==> config.mk <==
export PLATFORM = sky130hd
export DESIGN_NAME = seg7_scan_ctrl
export DESIGN_NICKNAME = d
export VERILOG_FILES = /design/src/rtl/seg7_pkg.sv /design/src/rtl/seg7_hex_decode.sv /design/src/rtl/seg7_scan_ctrl.sv
export SDC_FILE = /design/constraint.sdc
export NUM_CORES = 1
export LEC_CHECK = 0
export BUFFER_PORTS_ARGS = -buffer_cell sky130_fd_sc_hd__buf_4
export CORE_UTILIZATION = 40
export DETAILED_ROUTE_END_ITERATION = 8
export GPL_ROUTABILITY_DRIVEN = 0
export GPL_TIMING_DRIVEN = 0
export MAX_ROUTING_LAYER = met4
export SETUP_SLACK_MARGIN = 0.02
export SKIP_CTS_REPAIR_TIMING = 1
export SYNTH_ARGS = -nofsm -noshare
export SYNTH_HDL_FRONTEND = slang
export SYNTH_SLANG_ARGS = --single-unit
==> constraint.sdc <==
create_clock -name clk -period 4.1 [get_ports clk]
set_input_delay 0.205 -clock clk [delete_from_list [all_inputs] [get_ports clk]]
set_output_delay 0.205 -clock clk [all_outputs]
set_load 0.1 [all_outputs]
==> src/rtl/seg7_pkg.sv <==
// rtl/seg7_pkg.sv - segment constants shared by the seven-segment scan controller
package seg7_pkg;

  // Active-low a..g in bits 0..6, dp in bit 7 (kept high = dp off).
  localparam logic [7:0] SEG_HEX_0 = 8'hC0;
  localparam logic [7:0] SEG_HEX_1 = 8'hF9;
  localparam logic [7:0] SEG_HEX_2 = 8'hA4;
  localparam logic [7:0] SEG_HEX_3 = 8'hB0;
  localparam logic [7:0] SEG_HEX_4 = 8'h99;
  localparam logic [7:0] SEG_HEX_5 = 8'h92;
  localparam logic [7:0] SEG_HEX_6 = 8'h82;
  localparam logic [7:0] SEG_HEX_7 = 8'hF8;
  localparam logic [7:0] SEG_HEX_8 = 8'h80;
  localparam logic [7:0] SEG_HEX_9 = 8'h90;
  localparam logic [7:0] SEG_HEX_A = 8'h88;
  localparam logic [7:0] SEG_HEX_B = 8'h83;
  localparam logic [7:0] SEG_HEX_C = 8'hC6;
  localparam logic [7:0] SEG_HEX_D = 8'hA1;
  localparam logic [7:0] SEG_HEX_E = 8'h86;
  localparam logic [7:0] SEG_HEX_F = 8'h8E;

  localparam logic [7:0] SEG_BLANK  = 8'hFF;
  localparam int         SEG_DP_BIT = 7;

endpackage

==> src/rtl/seg7_hex_decode.sv <==
// rtl/seg7_hex_decode.sv - combinational hex nibble to active-low a..g pattern
module seg7_hex_decode
  import seg7_pkg::*;
(
  input  logic [3:0] nibble,
  output logic [6:0] pattern
);

  always_comb begin
    pattern = SEG_BLANK[6:0];
    case (nibble)
      4'h0: pattern = SEG_HEX_0[6:0];
      4'h1: pattern = SEG_HEX_1[6:0];
      4'h2: pattern = SEG_HEX_2[6:0];
      4'h3: pattern = SEG_HEX_3[6:0];
      4'h4: pattern = SEG_HEX_4[6:0];
      4'h5: pattern = SEG_HEX_5[6:0];
      4'h6: pattern = SEG_HEX_6[6:0];
      4'h7: pattern = SEG_HEX_7[6:0];
      4'h8: pattern = SEG_HEX_8[6:0];
      4'h9: pattern = SEG_HEX_9[6:0];
      4'hA: pattern = SEG_HEX_A[6:0];
      4'hB: pattern = SEG_HEX_B[6:0];
      4'hC: pattern = SEG_HEX_C[6:0];
      4'hD: pattern = SEG_HEX_D[6:0];
      4'hE: pattern = SEG_HEX_E[6:0];
      4'hF: pattern = SEG_HEX_F[6:0];
      default: pattern = SEG_BLANK[6:0];
    endcase
  end

endmodule

==> src/rtl/seg7_scan_ctrl.sv <==
// rtl/seg7_scan_ctrl.sv - time-multiplexed seven-segment scan with PWM, blanking and zero suppression
module seg7_scan_ctrl
  import seg7_pkg::*;
#(
  parameter int DIGITS   = 8,
  parameter int SCAN_DIV = 625,
  parameter int PWM_BITS = 4
) (
  input  logic                  clk,
  input  logic                  rst,
  input  logic [4*DIGITS-1:0]   data,
  input  logic [DIGITS-1:0]     dp_mask,
  input  logic [DIGITS-1:0]     blank_mask,
  input  logic                  lz_en,
  input  logic [PWM_BITS-1:0]   brightness,
  output logic [DIGITS-1:0]     AN,
  output logic [7:0]            SEG,
  output logic                  frame_done
);

  localparam int DIV_W = (SCAN_DIV > 1) ? $clog2(SCAN_DIV) : 1;
  localparam int DIG_W = (DIGITS > 1) ? $clog2(DIGITS) : 1;
  localparam logic [DIV_W-1:0] DIV_LAST = DIV_W'(SCAN_DIV - 1);
  localparam logic [DIG_W-1:0] DIG_LAST = DIG_W'(DIGITS - 1);

  logic [DIV_W-1:0]    div_q, div_d;
  logic [PWM_BITS-1:0] pwm_q, pwm_d;
  logic [DIG_W-1:0]    dig_q, dig_d, dig_next, seg_dig;
  logic                first_q, first_d;
  logic [4*DIGITS-1:0] sh_data_q, sh_data_d, src_data;
  logic [DIGITS-1:0]   sh_dp_q, sh_dp_d, src_dp;
  logic [DIGITS-1:0]   sh_blank_q, sh_blank_d, src_blank;
  logic                sh_lz_q, sh_lz_d, src_lz;
  logic [PWM_BITS-1:0] sh_bright_q, sh_bright_d;
  logic [DIGITS-1:0]   an_q, an_d, supp;
  logic [7:0]          seg_q, seg_d;
  logic                frame_done_q, frame_done_d;
  logic                step, wrap, boundary, load, zero_run;
  logic [3:0]          sel_nib;
  logic                sel_dp, sel_blank, sel_supp;
  logic [6:0]          dec_pat;

  always_comb begin
    step     = (div_q == DIV_LAST);
    wrap     = step && (pwm_q == '1);
    boundary = wrap && (dig_q == DIG_LAST);
    div_d    = step ? '0 : div_q + 1'b1;
    pwm_d    = step ? pwm_q + 1'b1 : pwm_q;
    dig_next = (dig_q == DIG_LAST) ? '0 : dig_q + 1'b1;
    dig_d    = wrap ? dig_next : dig_q;
    first_d  = 1'b0;

    load        = first_q || boundary;
    sh_data_d   = load ? data       : sh_data_q;
    sh_dp_d     = load ? dp_mask    : sh_dp_q;
    sh_blank_d  = load ? blank_mask : sh_blank_q;
    sh_lz_d     = load ? lz_en      : sh_lz_q;
    sh_bright_d = load ? brightness : sh_bright_q;
    frame_done_d = boundary && !first_q;

    // SEG switches one cycle early, in the always-dark last PWM step, giving the dead time
    seg_dig   = wrap ? dig_next : dig_q;
    src_data  = boundary ? data       : sh_data_q;
    src_dp    = boundary ? dp_mask    : sh_dp_q;
    src_blank = boundary ? blank_mask : sh_blank_q;
    src_lz    = boundary ? lz_en      : sh_lz_q;

    zero_run = 1'b1;
    supp     = '0;
    for (int i = DIGITS - 1; i >= 0; i--) begin
      zero_run = zero_run && (src_data[4*i +: 4] == 4'h0);
      supp[i]  = src_lz && zero_run && (i > 0);
    end

    sel_nib   = 4'h0;
    sel_dp    = 1'b0;
    sel_blank = 1'b0;
    sel_supp  = 1'b0;
    for (int i = 0; i < DIGITS; i++) begin
      if (seg_dig == DIG_W'(i)) begin
        sel_nib   = src_data[4*i +: 4];
        sel_dp    = src_dp[i];
        sel_blank = src_blank[i];
        sel_supp  = supp[i];
      end
    end

    for (int i = 0; i < DIGITS; i++) begin
      an_d[i] = !((sh_bright_q > pwm_q) && (dig_q == DIG_W'(i)));
    end
  end

  seg7_hex_decode u_dec (
    .nibble  (sel_nib),
    .pattern (dec_pat)
  );

  always_comb begin
    seg_d = SEG_BLANK;
    if (!sel_blank) begin
      if (!sel_supp) seg_d[6:0] = dec_pat;
      seg_d[SEG_DP_BIT] = ~sel_dp;
    end
  end

  always_ff @(posedge clk) begin
    if (!rst) begin
      div_q        <= '0;
      pwm_q        <= '0;
      dig_q        <= '0;
      first_q      <= 1'b1;
      sh_data_q    <= '0;
      sh_dp_q      <= '0;
      sh_blank_q   <= '0;
      sh_lz_q      <= 1'b0;
      sh_bright_q  <= '0;
      an_q         <= '1;
      seg_q        <= SEG_BLANK;
      frame_done_q <= 1'b0;
    end else begin
      div_q        <= div_d;
      pwm_q        <= pwm_d;
      dig_q        <= dig_d;
      first_q      <= first_d;
      sh_data_q    <= sh_data_d;
      sh_dp_q      <= sh_dp_d;
      sh_blank_q   <= sh_blank_d;
      sh_lz_q      <= sh_lz_d;
      sh_bright_q  <= sh_bright_d;
      an_q         <= an_d;
      seg_q        <= seg_d;
      frame_done_q <= frame_done_d;
    end
  end

  assign AN         = an_q;
  assign SEG        = seg_q;
  assign frame_done = frame_done_q;

endmodule

Word-level counts from Yosys, hierarchy flattened. Memory sizes are Yosys's and may differ from the RTL's. A register that Yosys moved wholly into a read port is not among the register bits. Index checks and enable logic that the tools add are counted.

Register bits: 81. Bits in latches: 0. RAM bits: 0. Memory bits (read-only): 112. Input bits: 55. Output and inout port bits: 17. Word-level logic and storage cells: 119. Memories: 1.

Add/subtract/negate cells: 3. $mul: 0. Divide/modulo/power cells: 0. Order comparisons: 1. Equal/unequal tests: 16. Shift operators: 0. Multiplexer cells: 38. Bitwise gates (word level): 2. Reductions and logical operators: 46.

Memory list: (name not given) (depth 16, bits a word 7, rd ports 1, clocked after memory_dff 1, wr ports 0, RTL line seg7_hex_decode.sv:11) `case (nibble)`.

Operators by type and width (count): two-way mux 32 bit (1); two-way mux 4 bit (8); logical NOT 4 bit (7); two-way mux 1 bit (25); equality test 3 bit (second input constant) (8); logical AND 1 bit (24); two-way mux 8 bit (2); equality test 3 x 2 -> 1 bit (second input constant) (4); adder 10 x 1 -> 10 bit (second input constant) (1); equality test 10 bit (second input constant) (1); logical NOT 1 bit (9); equality test 3 x 1 -> 1 bit (second input constant) (2); logical NOT 3 bit (2); two-way mux 3 bit (2); adder 4 x 1 -> 4 bit (second input constant) (1); equality test 4 bit (second input constant) (1); > comparator 4 bit (1); OR reduction 2 bit (2); adder 3 x 1 -> 3 bit (second input constant) (1); OR reduction 3 bit (1); inverter 1 bit (2); logical OR 1 bit (1).

Depth between registers and ports, before layout. Gate-level depths: netlist of the first run.

Word-level depth: 20. Depth in mapped cells: 16. Depth with buffers taken out: 15.

Modules after synthesis. Synthesis of the first run repeated with hierarchy kept, for this count alone.

Cells, all modules: 610. Area, all modules: 4677.0 um2.

By module, submodules not included: seg7_scan_ctrl (instances 1, cells an instance 578, area an instance 4401.7 um2, seq. area each 1761.7 um2); seg7_hex_decode (instances 1, cells an instance 32, area an instance 275.3 um2, seq. area each 0.0 um2).

Worst setup path before layout of the first run. No wires, ideal clock.

Kind: flip-flop to flip-flop. Start: reg div_q[0]. End: reg seg_q[6] (netlist: SEG[6]). Library setup time: 122 ps. Data arrival time: 4154 ps. Data required time: 3978 ps. Path slack: -175 ps. Stages on the path, launching flop included: 15. Buffers on the path: 1. Period minus slack after synthesis: 4275 ps. Cells stage by stage: dfxtp_1 inv_1 ha_1 nand4bb_1 nor4_4 mux2i_1 buf_2 mux2i_1 mux2i_1 a211o_1 a21oi_1 inv_1 ha_1 mux2_1 a221o_1.

Word-level cells in the longest chain between the ends: 20. Elaborated cells between the ends (all ways): 59. Those cells by class: eq/ne (8); mux (27); reduce/logical (24).

RTL lines: start: declaration (RTL line seg7_scan_ctrl.sv:26) `logic [DIV_W-1:0] div_q, div_d;`; start signal: assignment (RTL line seg7_scan_ctrl.sv:121) `div_q <= div_d;`; equality test 10 bit (*) (RTL line seg7_scan_ctrl.sv:44) `step = (div_q == DIV_LAST);`; logical AND 1 bit (*) (RTL line seg7_scan_ctrl.sv:45) `wrap = step && (pwm_q == '1);`; logical AND 1 bit (RTL line seg7_scan_ctrl.sv:46) `boundary = wrap && (dig_q == DIG_LAST);`; two-way mux 32 bit (RTL line seg7_scan_ctrl.sv:63) `src_data = boundary ? data : sh_data_q;`; logical NOT 4 bit (RTL line seg7_scan_ctrl.sv:71) `zero_run = zero_run && (src_data[4*i +: 4] == 4'h0);`; logical AND 1 bit (6 in series) (RTL line seg7_scan_ctrl.sv:71); logical AND 1 bit (RTL line seg7_scan_ctrl.sv:72) `supp[i] = src_lz && zero_run && (i > 0);`; two-way mux 1 bit (7 in series) (RTL line seg7_scan_ctrl.sv:80) `if (seg_dig == DIG_W'(i)) begin`; OR reduction 3 bit (no line); end: declaration (RTL line seg7_scan_ctrl.sv:36) `logic [7:0] seg_q, seg_d;`.

Mark *: on every way between the ends. The rest lies on a longest branch, timed or not. A chain may end at the register's enable or synchronous reset.

Worst setup path after layout of the first run.
Start: reg dig_q[1]. End: reg seg_q[1] (netlist: SEG[1]).

Word-level cells in the longest chain between the ends: 19. Elaborated cells between the ends (all ways): 60. Those cells by class: add/sub (1); eq/ne (8); mux (28); reduce/logical (23).

RTL lines: start: declaration (RTL line seg7_scan_ctrl.sv:28) `logic [DIG_W-1:0] dig_q, dig_d, dig_next, seg_dig;`; start signal: assignment (RTL line seg7_scan_ctrl.sv:123) `dig_q <= dig_d;`; equality test 3 bit (RTL line seg7_scan_ctrl.sv:46, seg7_scan_ctrl.sv:49); logical AND 1 bit (RTL line seg7_scan_ctrl.sv:46); two-way mux 32 bit (RTL line seg7_scan_ctrl.sv:63); logical NOT 4 bit (RTL line seg7_scan_ctrl.sv:71); logical AND 1 bit (6 in series) (RTL line seg7_scan_ctrl.sv:71); logical AND 1 bit (RTL line seg7_scan_ctrl.sv:72); two-way mux 1 bit (7 in series) (RTL line seg7_scan_ctrl.sv:80); OR reduction 3 bit (no line).

Several ways; a longest one is shown, not always the timed one.

==> impl_metrics.env, run 1 <==
export IMPL_grt_usage_pct=23.6
export IMPL_portBuffers=71
export IMPL_clkTransAtPathRegs_ps=70
export IMPL_ys_seq_area_share_pct=38.0
export IMPL_yosysWarnings=0
export IMPL_worstSetupEndpointType="flip-flop"
export IMPL_initial_core_util_pct=41.9
export IMPL_ant_nets=0
export IMPL_peakVddDrop_uv=262
export IMPL_drt_iter0_drc=279
export IMPL_hold_path_class="input port to flip-flop"
export IMPL_ys_async_sr_fraction_pct=0
export IMPL_dp_cells=785
export IMPL_setup_viol=0
export IMPL_num_rows=38
export IMPL_ys_ff_latch=88
export IMPL_grt_overflow_total=0
export IMPL_core_region_area_um2=11100
export IMPL_period_minus_slack_ps=3930
export IMPL_dp_hpwl_um=9620
export IMPL_drc=0
export IMPL_viasPerCell=5.41
export IMPL_final_cells=810
export IMPL_synth_cells=574
export IMPL_fmax_mhz=255
export IMPL_p_int_mw=1.51
export IMPL_finalHoldViolations=0
export IMPL_wire_per_inst_um=16.4
export IMPL_syn_area_per_cell_um2=8.08
export IMPL_p_seq_share_pct=44.8
export IMPL_vias=4379
export IMPL_clock_latency_ps=340
export IMPL_worstPathMaxFanout=10
export IMPL_die_area_um2=12000
export IMPL_cp_start_kind="flip-flop"
export IMPL_worst_slew_pin_slew_ps=694
export IMPL_final_common_cell="nand2_1"
export IMPL_numCtsBuffers=9
export IMPL_die_h_um=110
export IMPL_io_pins=72
export IMPL_grt_start_max_net_pins=15
export IMPL_cts_buffer_depth=2
export IMPL_status="completed"
export IMPL_postLayoutCoreUtil_pct=52.5
export IMPL_period_share_pct=95.8
export IMPL_synthFlopType="dfxtp_1"
export IMPL_p_sw_mw=0.547
export IMPL_power_frac_clock_pct=41.2
export IMPL_dr_pass1_iters=5
export IMPL_num_nets_final=739
export IMPL_cts_sinks=88
export IMPL_ys_types=52
export IMPL_cts_root_buf="clkbuf_16"
export IMPL_arrival_ps=4160
export IMPL_cp_data_required_time_ps=4340
export IMPL_grt_pass1_wl_um=20800
export IMPL_antenna_found_initial=0
export IMPL_combPwrFrac_pct=14.0
export IMPL_final_cell_mix="nand2_1, dfxtp_1, buf_4, a21oi_1, mux2i_1"
export IMPL_crit_type="flip-flop to flip-flop"
export IMPL_p_per_area_nw_per_um2=353
export IMPL_finalClockSkew_ps=10.1
export IMPL_synth_edf_count=0
export IMPL_syn_to_final_growth_pct=25.3
export IMPL_htreeDepth=3
export IMPL_cts_tree="done"
export IMPL_tns_ps=0
export IMPL_drv_slew=0
export IMPL_cap_violations=0
export IMPL_grt_pass1_vias=4208
export IMPL_die_width_um=110
export IMPL_slew_headroom_pct=53.5
export IMPL_synth_nets=648
export IMPL_synth_area_um2=4640
export IMPL_routed_wl_um=13200
export IMPL_p_leak_nw=2.34
export IMPL_switching_share_pct=26.6
export IMPL_antennaDiodeCount=0
export IMPL_drive_gt1_share_pct=19.1
==> synthesized netlist by cell type (2+ instances only) <==
master | count | area share [%]
nor3_1 | 13 | 1.4
mux2_1 | 2 | 0.49
o21ai_0 | 9 | 0.97
dfxtp_1 | 88 | 38
a21o_1 | 2 | 0.32
nand2_1 | 146 | 12
a211oi_1 | 4 | 0.65
o31ai_1 | 2 | 0.32
nor2b_1 | 5 | 0.67
nand4_1 | 7 | 0.94
mux2_2 | 7 | 1.7
nor2_1 | 25 | 2.0
or3_1 | 6 | 0.81
o32ai_1 | 2 | 0.38
nand3_1 | 8 | 0.86
xnor2_1 | 8 | 1.5
nor4_1 | 14 | 1.9
clkbuf_1 | 27 | 2.2
ha_1 | 19 | 5.1
xor2_1 | 3 | 0.57
o22ai_1 | 4 | 0.54
buf_2 | 6 | 0.65
a211o_1 | 5 | 0.94
nand2b_1 | 3 | 0.40
o221ai_1 | 2 | 0.38
mux2i_1 | 50 | 11
inv_1 | 15 | 1.2
a21oi_1 | 67 | 7.2
a221o_1 | 2 | 0.43
==> worst max-delay path: stages, from the launching register on <==
cell and delay, ps:
dfxtp_1 470, ha_1 230, ha_1 280, nand4_1 260
nor4_4 320, clkbuf_4 320, clkbuf_4 310, mux2i_1 290
o22ai_1 110, o22a_2 310, ha_1 310, mux2_1 310
a211o_1 290
==> power by group through the flow <==
| stage | clock [mW] | combinational (mW) | sequential (mW) |
|---|---|---|---|
| 2_1_floorplan | 0 | 0.123 | 0.990 |
| 3_3_place_gp | 0 | 0.279 | 0.937 |
| 3_5_place_dp | 0 | 0.283 | 0.938 |
| 4_1_cts | 0.862 | 0.284 | 0.919 |
| 5_1_grt | 0.896 | 0.312 | 0.924 |
| 6_report | 0.846 | 0.288 | 0.920 |
==> logic make-up (layout without fill, tap and decap cells) <==
logic type | after synthesis | after routing | share of synthesized area (%)
AND/OR/NAND/NOR | 236 | 236 | 22.7
AO/OA/AOI/OAI | 112 | 112 | 15.0
flip-flops | 88 | 88 | 38.0
multiplexers | 59 | 59 | 13.0
buffers and inverters | 49 | 145 | 4.13
adder cells (fa/ha/maj) | 19 | 19 | 5.13
XOR/XNOR | 11 | 11 | 2.08
==> registers in the layout, indices dropped and copies added (netlist names) <==
signal / count
dig_q: 3
sh_dp_q: 8
sh_blank_q: 8
sh_data_q: 32
frame_done: 1
SEG: 8
div_q: 10
AN: 8
sh_bright_q: 4
sh_lz_q: 1
pwm_q: 4
first_q: 1
==> layer usage <==
metal  share of wire (%)  vias up  GRT usage [%]  wire length, µm
met5                   0        -              -                0
met4                 1.8        0           9.14              242
met3                 6.1       25           5.16              806
met2                  46      142           37.2             6130
met1                  46     2033           29.3             6070
li1                    -     2179              -                -
==> metrics by stage <==
| step | setup WS, ps | hold WS, ps | total power, mW | cell area [µm²] |
|---|---|---|---|---|
| 2_1_floorplan | 157 | 327 | 1.11 | 4650 |
| 3_3_place_gp | -922 | 437 | 1.22 | 5360 |
| 3_5_place_dp | -992 | 444 | 1.22 | 5360 |
| 4_1_cts | -990 | 107 | 2.07 | 5670 |
| 5_1_grt | -29.5 | 116 | 2.13 | 5810 |
| 6_report | 174 | 110 | 2.05 | 5810 |
==> path summary, 6_finish.rpt <==
kind / from / end / slack [ps] / depth (start not counted)
max reg2reg: dig_q[1] / SEG[1] / 170 / 12
max: dig_q[1] / SEG[1] / 170 / 12
min: rst / pwm_q[2] / 110 / 2
min reg2reg: sh_blank_q[1] / sh_blank_q[1] / 450 / 2
==> area by class of cell <==
cell class / count / area, µm²
fillers: 1047 / 5270
multi-input cells: 437 / 2750
flip-flops and latches: 88 / 1760
repair buffers: 82 / 616
clock buffers: 11 / 253
well taps: 140 / 175
plain buffers: 31 / 140
inverters: 16 / 60.1
clock inverters: 5 / 55.1
Power figures use the tool's default switching activity.
==> inputs of run 2 (changes only) <==
--- a/config.mk
+++ b/config.mk
@@ -7,6 +7,7 @@
 export LEC_CHECK = 0
 export BUFFER_PORTS_ARGS = -buffer_cell sky130_fd_sc_hd__buf_4
 export CORE_UTILIZATION = 40
+export CTS_BUF_LIST = sky130_fd_sc_hd__clkbuf_2
 export DETAILED_ROUTE_END_ITERATION = 8
 export GPL_ROUTABILITY_DRIVEN = 0
 export GPL_TIMING_DRIVEN = 0
==> impl_metrics.env, run 2 (synthesis gave the netlist of run 1 again) <==
export IMPL_cts_root_buf="clkbuf_2"
export IMPL_grt_start_max_net_pins=15
export IMPL_period_share_pct=95.1
export IMPL_drive_gt1_share_pct=17.6
export IMPL_final_cells=863
export IMPL_peakVddDrop_uv=218
export IMPL_die_area_um2=12000
export IMPL_grt_usage_pct=23.9
export IMPL_finalHoldViolations=0
export IMPL_crit_type="flip-flop to flip-flop"
export IMPL_status="completed"
export IMPL_cts_sinks=88
export IMPL_place_ws_ps=-992
export IMPL_cp_endpoint="SEG[6]"
export IMPL_fin_ws_ps=200
export IMPL_worstPathMaxFanout=10
export IMPL_reg2reg_to="SEG[6]"
export IMPL_cts_buffer_depth=2
export IMPL_largest_register_ff_count=32
export IMPL_worstHoldStart="data[27]"
export IMPL_num_nets_final=792
export IMPL_period_minus_slack_ps=3900
export IMPL_dp_hpwl_um=9620
export IMPL_fillers=1027
export IMPL_io_pins=72
export IMPL_clkTransAtPathRegs_ps=260
export IMPL_cp_start_kind="flip-flop"
export IMPL_core_region_area_um2=11100
export IMPL_reg2reg_slack_ps=200
export IMPL_grt_pass1_wl_um=20900
export IMPL_numCtsBuffers=9
export IMPL_hold_path_class="input port to flip-flop"
export IMPL_worst_slew_pin_slew_ps=692
export IMPL_syn_to_final_growth_pct=32.3
export IMPL_cpMaxStageDelayCell="dfxtp_2"
export IMPL_arrival_ps=4390
export IMPL_viasPerCell=5.35
export IMPL_total_power_mw=1.69
export IMPL_finalClockSkew_ps=48.6
export IMPL_largest_register="sh_data_q"
export IMPL_cap_violations=0
export IMPL_grt_overflow_total=0
export IMPL_final_common_cell="nand2_1"
export IMPL_wire_per_inst_um=16.1
export IMPL_whs_ps=364
export IMPL_ff2ff_path_depth=13
export IMPL_setup_viol=0
export IMPL_initial_core_util_pct=41.9
export IMPL_dr_pass1_iters=5
export IMPL_num_rows=38
export IMPL_die_h_um=110
export IMPL_drt_iter0_drc=234
export IMPL_dp_cells=785
export IMPL_final_cell_mix="nand2_1, dfxtp_1, buf_4, a21oi_1, dlygate4sd3_1"
export IMPL_routed_wl_um=13900
export IMPL_drv_slew=0
export IMPL_portBuffers=71
export IMPL_grt_pass1_vias=4220
export IMPL_htreeDepth=3
export IMPL_drc=0
export IMPL_crit_chain="ha_1, ha_1, nand4_1, nor4_4, clkbuf_4, clkbuf_4, mux2i_1, o221ai_1, a21oi_4, inv_1, ha_1, mux2_1, a221o_1"
export IMPL_ant_nets=0
export IMPL_clock_latency_ps=610
export IMPL_antennaDiodeCount=0
export IMPL_fmax_mhz=256
export IMPL_worstSetupEndpointType="flip-flop"
export IMPL_slew_headroom_pct=53.7
export IMPL_die_width_um=110
export IMPL_vias=4616
export IMPL_cp_data_required_time_ps=4590
export IMPL_antenna_found_initial=0
export IMPL_cts_tree="done"
export IMPL_r2r_start="dig_q[1]"
export IMPL_p_per_area_nw_per_um2=275
export IMPL_critPathMaxStageDelay_ps=450
export IMPL_cpMostUsedCell="ha_1"
export IMPL_top_regs="sh_data_q: 32 flops, div_q: 10 flops"
export IMPL_p_leak_nw=2.48
export IMPL_crit_start="dig_q[1]"
run 2: changes by cell type in the layout (fill, tap and decap cells not counted), moves of 2 or more:
cell,before,now
clkbuf_16,9,0
dlygate4sd3_1,0,54
clkbuf_2,1,11
clkinv_1,0,2
clkbuf_8,2,0
run 2: routing by layer:
metal  GRT usage, %  up-vias  wire, µm
met3           5.10       27       865
met4           11.2        0       323
met5              -        -         0
met2           37.6      167      6530
met1           29.1     2138      6150
li1               -     2284         -
run 2: critical path: cells and delay by family (launching register included):
family | cells | cell delay [ps]
AND/OR/NAND/NOR | 2 | 590
multiplexers | 2 | 520
adder cells (fa/ha/maj) | 3 | 700
buffers and inverters | 3 | 740
flip-flops | 1 | 450
AO/OA/AOI/OAI | 3 | 780
run 2: how the worst min path moves through the flow:
stage	to	slack, ps	cells after the start
final	sh_data_q[27]	360	4
after global routing	sh_data_q[26]	330	4
after CTS	sh_data_q[27]	-230	3
after detailed placement	sh_dp_q[4]	440	2
after global placement	sh_dp_q[5]	440	2
after floorplan	pwm_q[2]	330	1
run 2: final cells by class:
| type | count | area [µm²] | area share [%] |
|---|---|---|---|
| Clock inverter | 7 | 62.6 | 1.02 |
| Timing Repair Buffer | 134 | 1140 | 18.6 |
| Inverter | 16 | 60.1 | 0.979 |
| Multi-Input combinational cell | 437 | 2740 | 44.7 |
| Buffer | 32 | 149 | 2.43 |
| Sequential cell | 88 | 1760 | 28.7 |
| Clock buffer | 9 | 45.0 | 0.734 |
| Tap cell | 140 | 175 | 2.85 |
run 2: metrics by stage:
step | setup TNS [ps] | utilization (%) | cell area, µm²
3_3_place_gp | -34360 | 48.4 | 5360
4_1_cts | -34890 | 49.4 | 5470
2_1_floorplan | 0 | - | 4650
6_report | 0 | 55.4 | 6140
5_1_grt | -12.2 | 55.4 | 6140
3_5_place_dp | -35660 | 48.4 | 5360
run 2: report_power, final:
part           switching [mW]  internal, mW
clock                   0.305         0.134
combinational           0.188         0.140
sequential             0.0245         0.897
total                   0.518          1.17
==> inputs of run 3 (changes only) <==
--- a/config.mk
+++ b/config.mk
@@ -6,12 +6,13 @@
 export NUM_CORES = 1
 export LEC_CHECK = 0
 export BUFFER_PORTS_ARGS = -buffer_cell sky130_fd_sc_hd__buf_4
-export CORE_UTILIZATION = 40
+export CORE_UTILIZATION = 45
 export CTS_BUF_LIST = sky130_fd_sc_hd__clkbuf_2
 export DETAILED_ROUTE_END_ITERATION = 8
 export GPL_ROUTABILITY_DRIVEN = 0
 export GPL_TIMING_DRIVEN = 0
 export MAX_ROUTING_LAYER = met4
+export PLACE_DENSITY = 0.68
 export SETUP_SLACK_MARGIN = 0.02
 export SKIP_CTS_REPAIR_TIMING = 1
 export SYNTH_ARGS = -nofsm -noshare
==> impl_metrics.env, run 3 (synthesis gave the netlist of run 1 again) <==
export IMPL_status="completed"
export IMPL_io_pins=72
export IMPL_total_power_mw=1.80
export IMPL_worstPathMaxFanout=10
export IMPL_wire_per_inst_um=15.7
export IMPL_die_h_um=104
export IMPL_drv_slew=0
export IMPL_grt_start_max_net_pins=17
export IMPL_dr_pass1_iters=5
export IMPL_peakVddDrop_uv=145
export IMPL_htreeDepth=3
export IMPL_p_per_area_nw_per_um2=292
export IMPL_cp_start_kind="flip-flop"
export IMPL_clock_latency_ps=600
export IMPL_finalHoldViolations=0
export IMPL_cts_sinks=88
export IMPL_grt_overflow_total=0
export IMPL_clkTransAtPathRegs_ps=280
export IMPL_antenna_found_initial=0
export IMPL_rsz0062_at_grt="no"
export IMPL_crit_type="flip-flop to flip-flop"
export IMPL_worst_slew_pin_slew_ps=659
export IMPL_setup_viol=0
export IMPL_largest_register_ff_count=32
export IMPL_ant_nets=0
export IMPL_p_leak_nw=2.50
export IMPL_cts_root_buf="clkbuf_2"
export IMPL_tns_ps=0
export IMPL_grt_pass1_wl_um=20000
export IMPL_vias=4704
export IMPL_grt_pass1_vias=4156
export IMPL_final_cell_mix="nand2_1, dfxtp_1, buf_4, a21oi_1, dlygate4sd3_1"
export IMPL_hold_path_class="input port to flip-flop"
export IMPL_die_width_um=104
export IMPL_initial_core_util_pct=47.0
export IMPL_syn_to_final_growth_pct=33.1
export IMPL_cap_violations=0
export IMPL_finalClockSkew_ps=33.5
export IMPL_dp_hpwl_um=9300
export IMPL_num_nets_final=792
export IMPL_antennaDiodeCount=0
export IMPL_num_rows=36
export IMPL_drc=0
export IMPL_routed_wl_um=13500
export IMPL_die_area_um2=10700
export IMPL_largest_register="sh_data_q"
export IMPL_period_share_pct=95.1
export IMPL_final_common_cell="nand2_1"
export IMPL_period_minus_slack_ps=3900
export IMPL_top_regs="sh_data_q: 32 flops, div_q: 10 flops"
export IMPL_slew_headroom_pct=55.9
export IMPL_cp_data_required_time_ps=4610
export IMPL_drive_gt1_share_pct=17.7
export IMPL_fmax_mhz=256
export IMPL_grt_usage_pct=24.0
export IMPL_viasPerCell=5.50
export IMPL_cts_tree="done"
export IMPL_arrival_ps=4410
export IMPL_numCtsBuffers=9
export IMPL_drt_iter0_drc=313
export IMPL_portBuffers=71
export IMPL_cts_buffer_depth=2
export IMPL_worstSetupEndpointType="flip-flop"
export IMPL_core_region_area_um2=9860
[run 3: changes by cell type in the layout (fill, tap and decap cells not counted), sizes merged]
cell,change
clkinv,-4
inv,+3
bufinv,+1
[run 3: final timing paths]
check	startpoint	endpoint	slack (ps)	depth (start not counted)
max reg2reg	div_q[0]	SEG[6]	200	15
min reg2reg	sh_blank_q[4]	sh_blank_q[4]	470	2
min	brightness[3]	sh_bright_q[3]	380	4
max	div_q[0]	SEG[6]	200	15
[run 3: cell type report]
cell class / count / area (µm²)
Buffer: 32 / 145
Inverter: 16 / 60.1
Timing Repair Buffer: 134 / 1140
Fill cell: 868 / 3690
Tap cell: 133 / 166
Clock buffer: 9 / 45.0
Clock inverter: 7 / 101
Sequential cell: 88 / 1760
Multi-Input combinational cell: 437 / 2750
[run 3: critical path: stages, from the launching register on]
cell and delay (ps):
dfxtp_1 420, inv_1 70, ha_1 160, nand4bb_2 240, nor4_4 300, buf_4 200
mux2i_4 330, buf_6 230, mux2i_1 200, mux2i_1 110, a211o_1 360, a21oi_4 260
inv_1 100, ha_1 220, mux2_1 300, a221o_1 290
[run 3: per-stage QoR]
stage               setup WS [ps]  instance area [µm²]  cells  utilization (%)  hold slack, ps
CTS                          -914                 5500    794             55.8            -148
global placement             -831                 5350    778             54.3             437
global route                 8.98                 6170    856             62.6             379
detailed placement           -913                 5350    778             54.3             443
finish                        200                 6170    856             62.6             384
floorplan                     157                 4650    574                -             327
[run 3: routing by layer]
layer	wire, µm	share of wire (%)	global-route usage (%)	vias up
met1	5780	43	29.6	2167
met4	401	3.0	9.83	0
met3	943	7.0	5.03	41
met2	6350	47	38.3	214
li1	-	-	-	2282
met5	0	0	-	-
[run 3: report_power, final]
| part | internal, mW | total (mW) | switching (mW) | leakage (nW) |
|---|---|---|---|---|
| clock network | 0.208 | 0.549 | 0.341 | 0.0795 |
| logic | 0.142 | 0.331 | 0.189 | 1.70 |
| registers | 0.898 | 0.922 | 0.0240 | 0.724 |
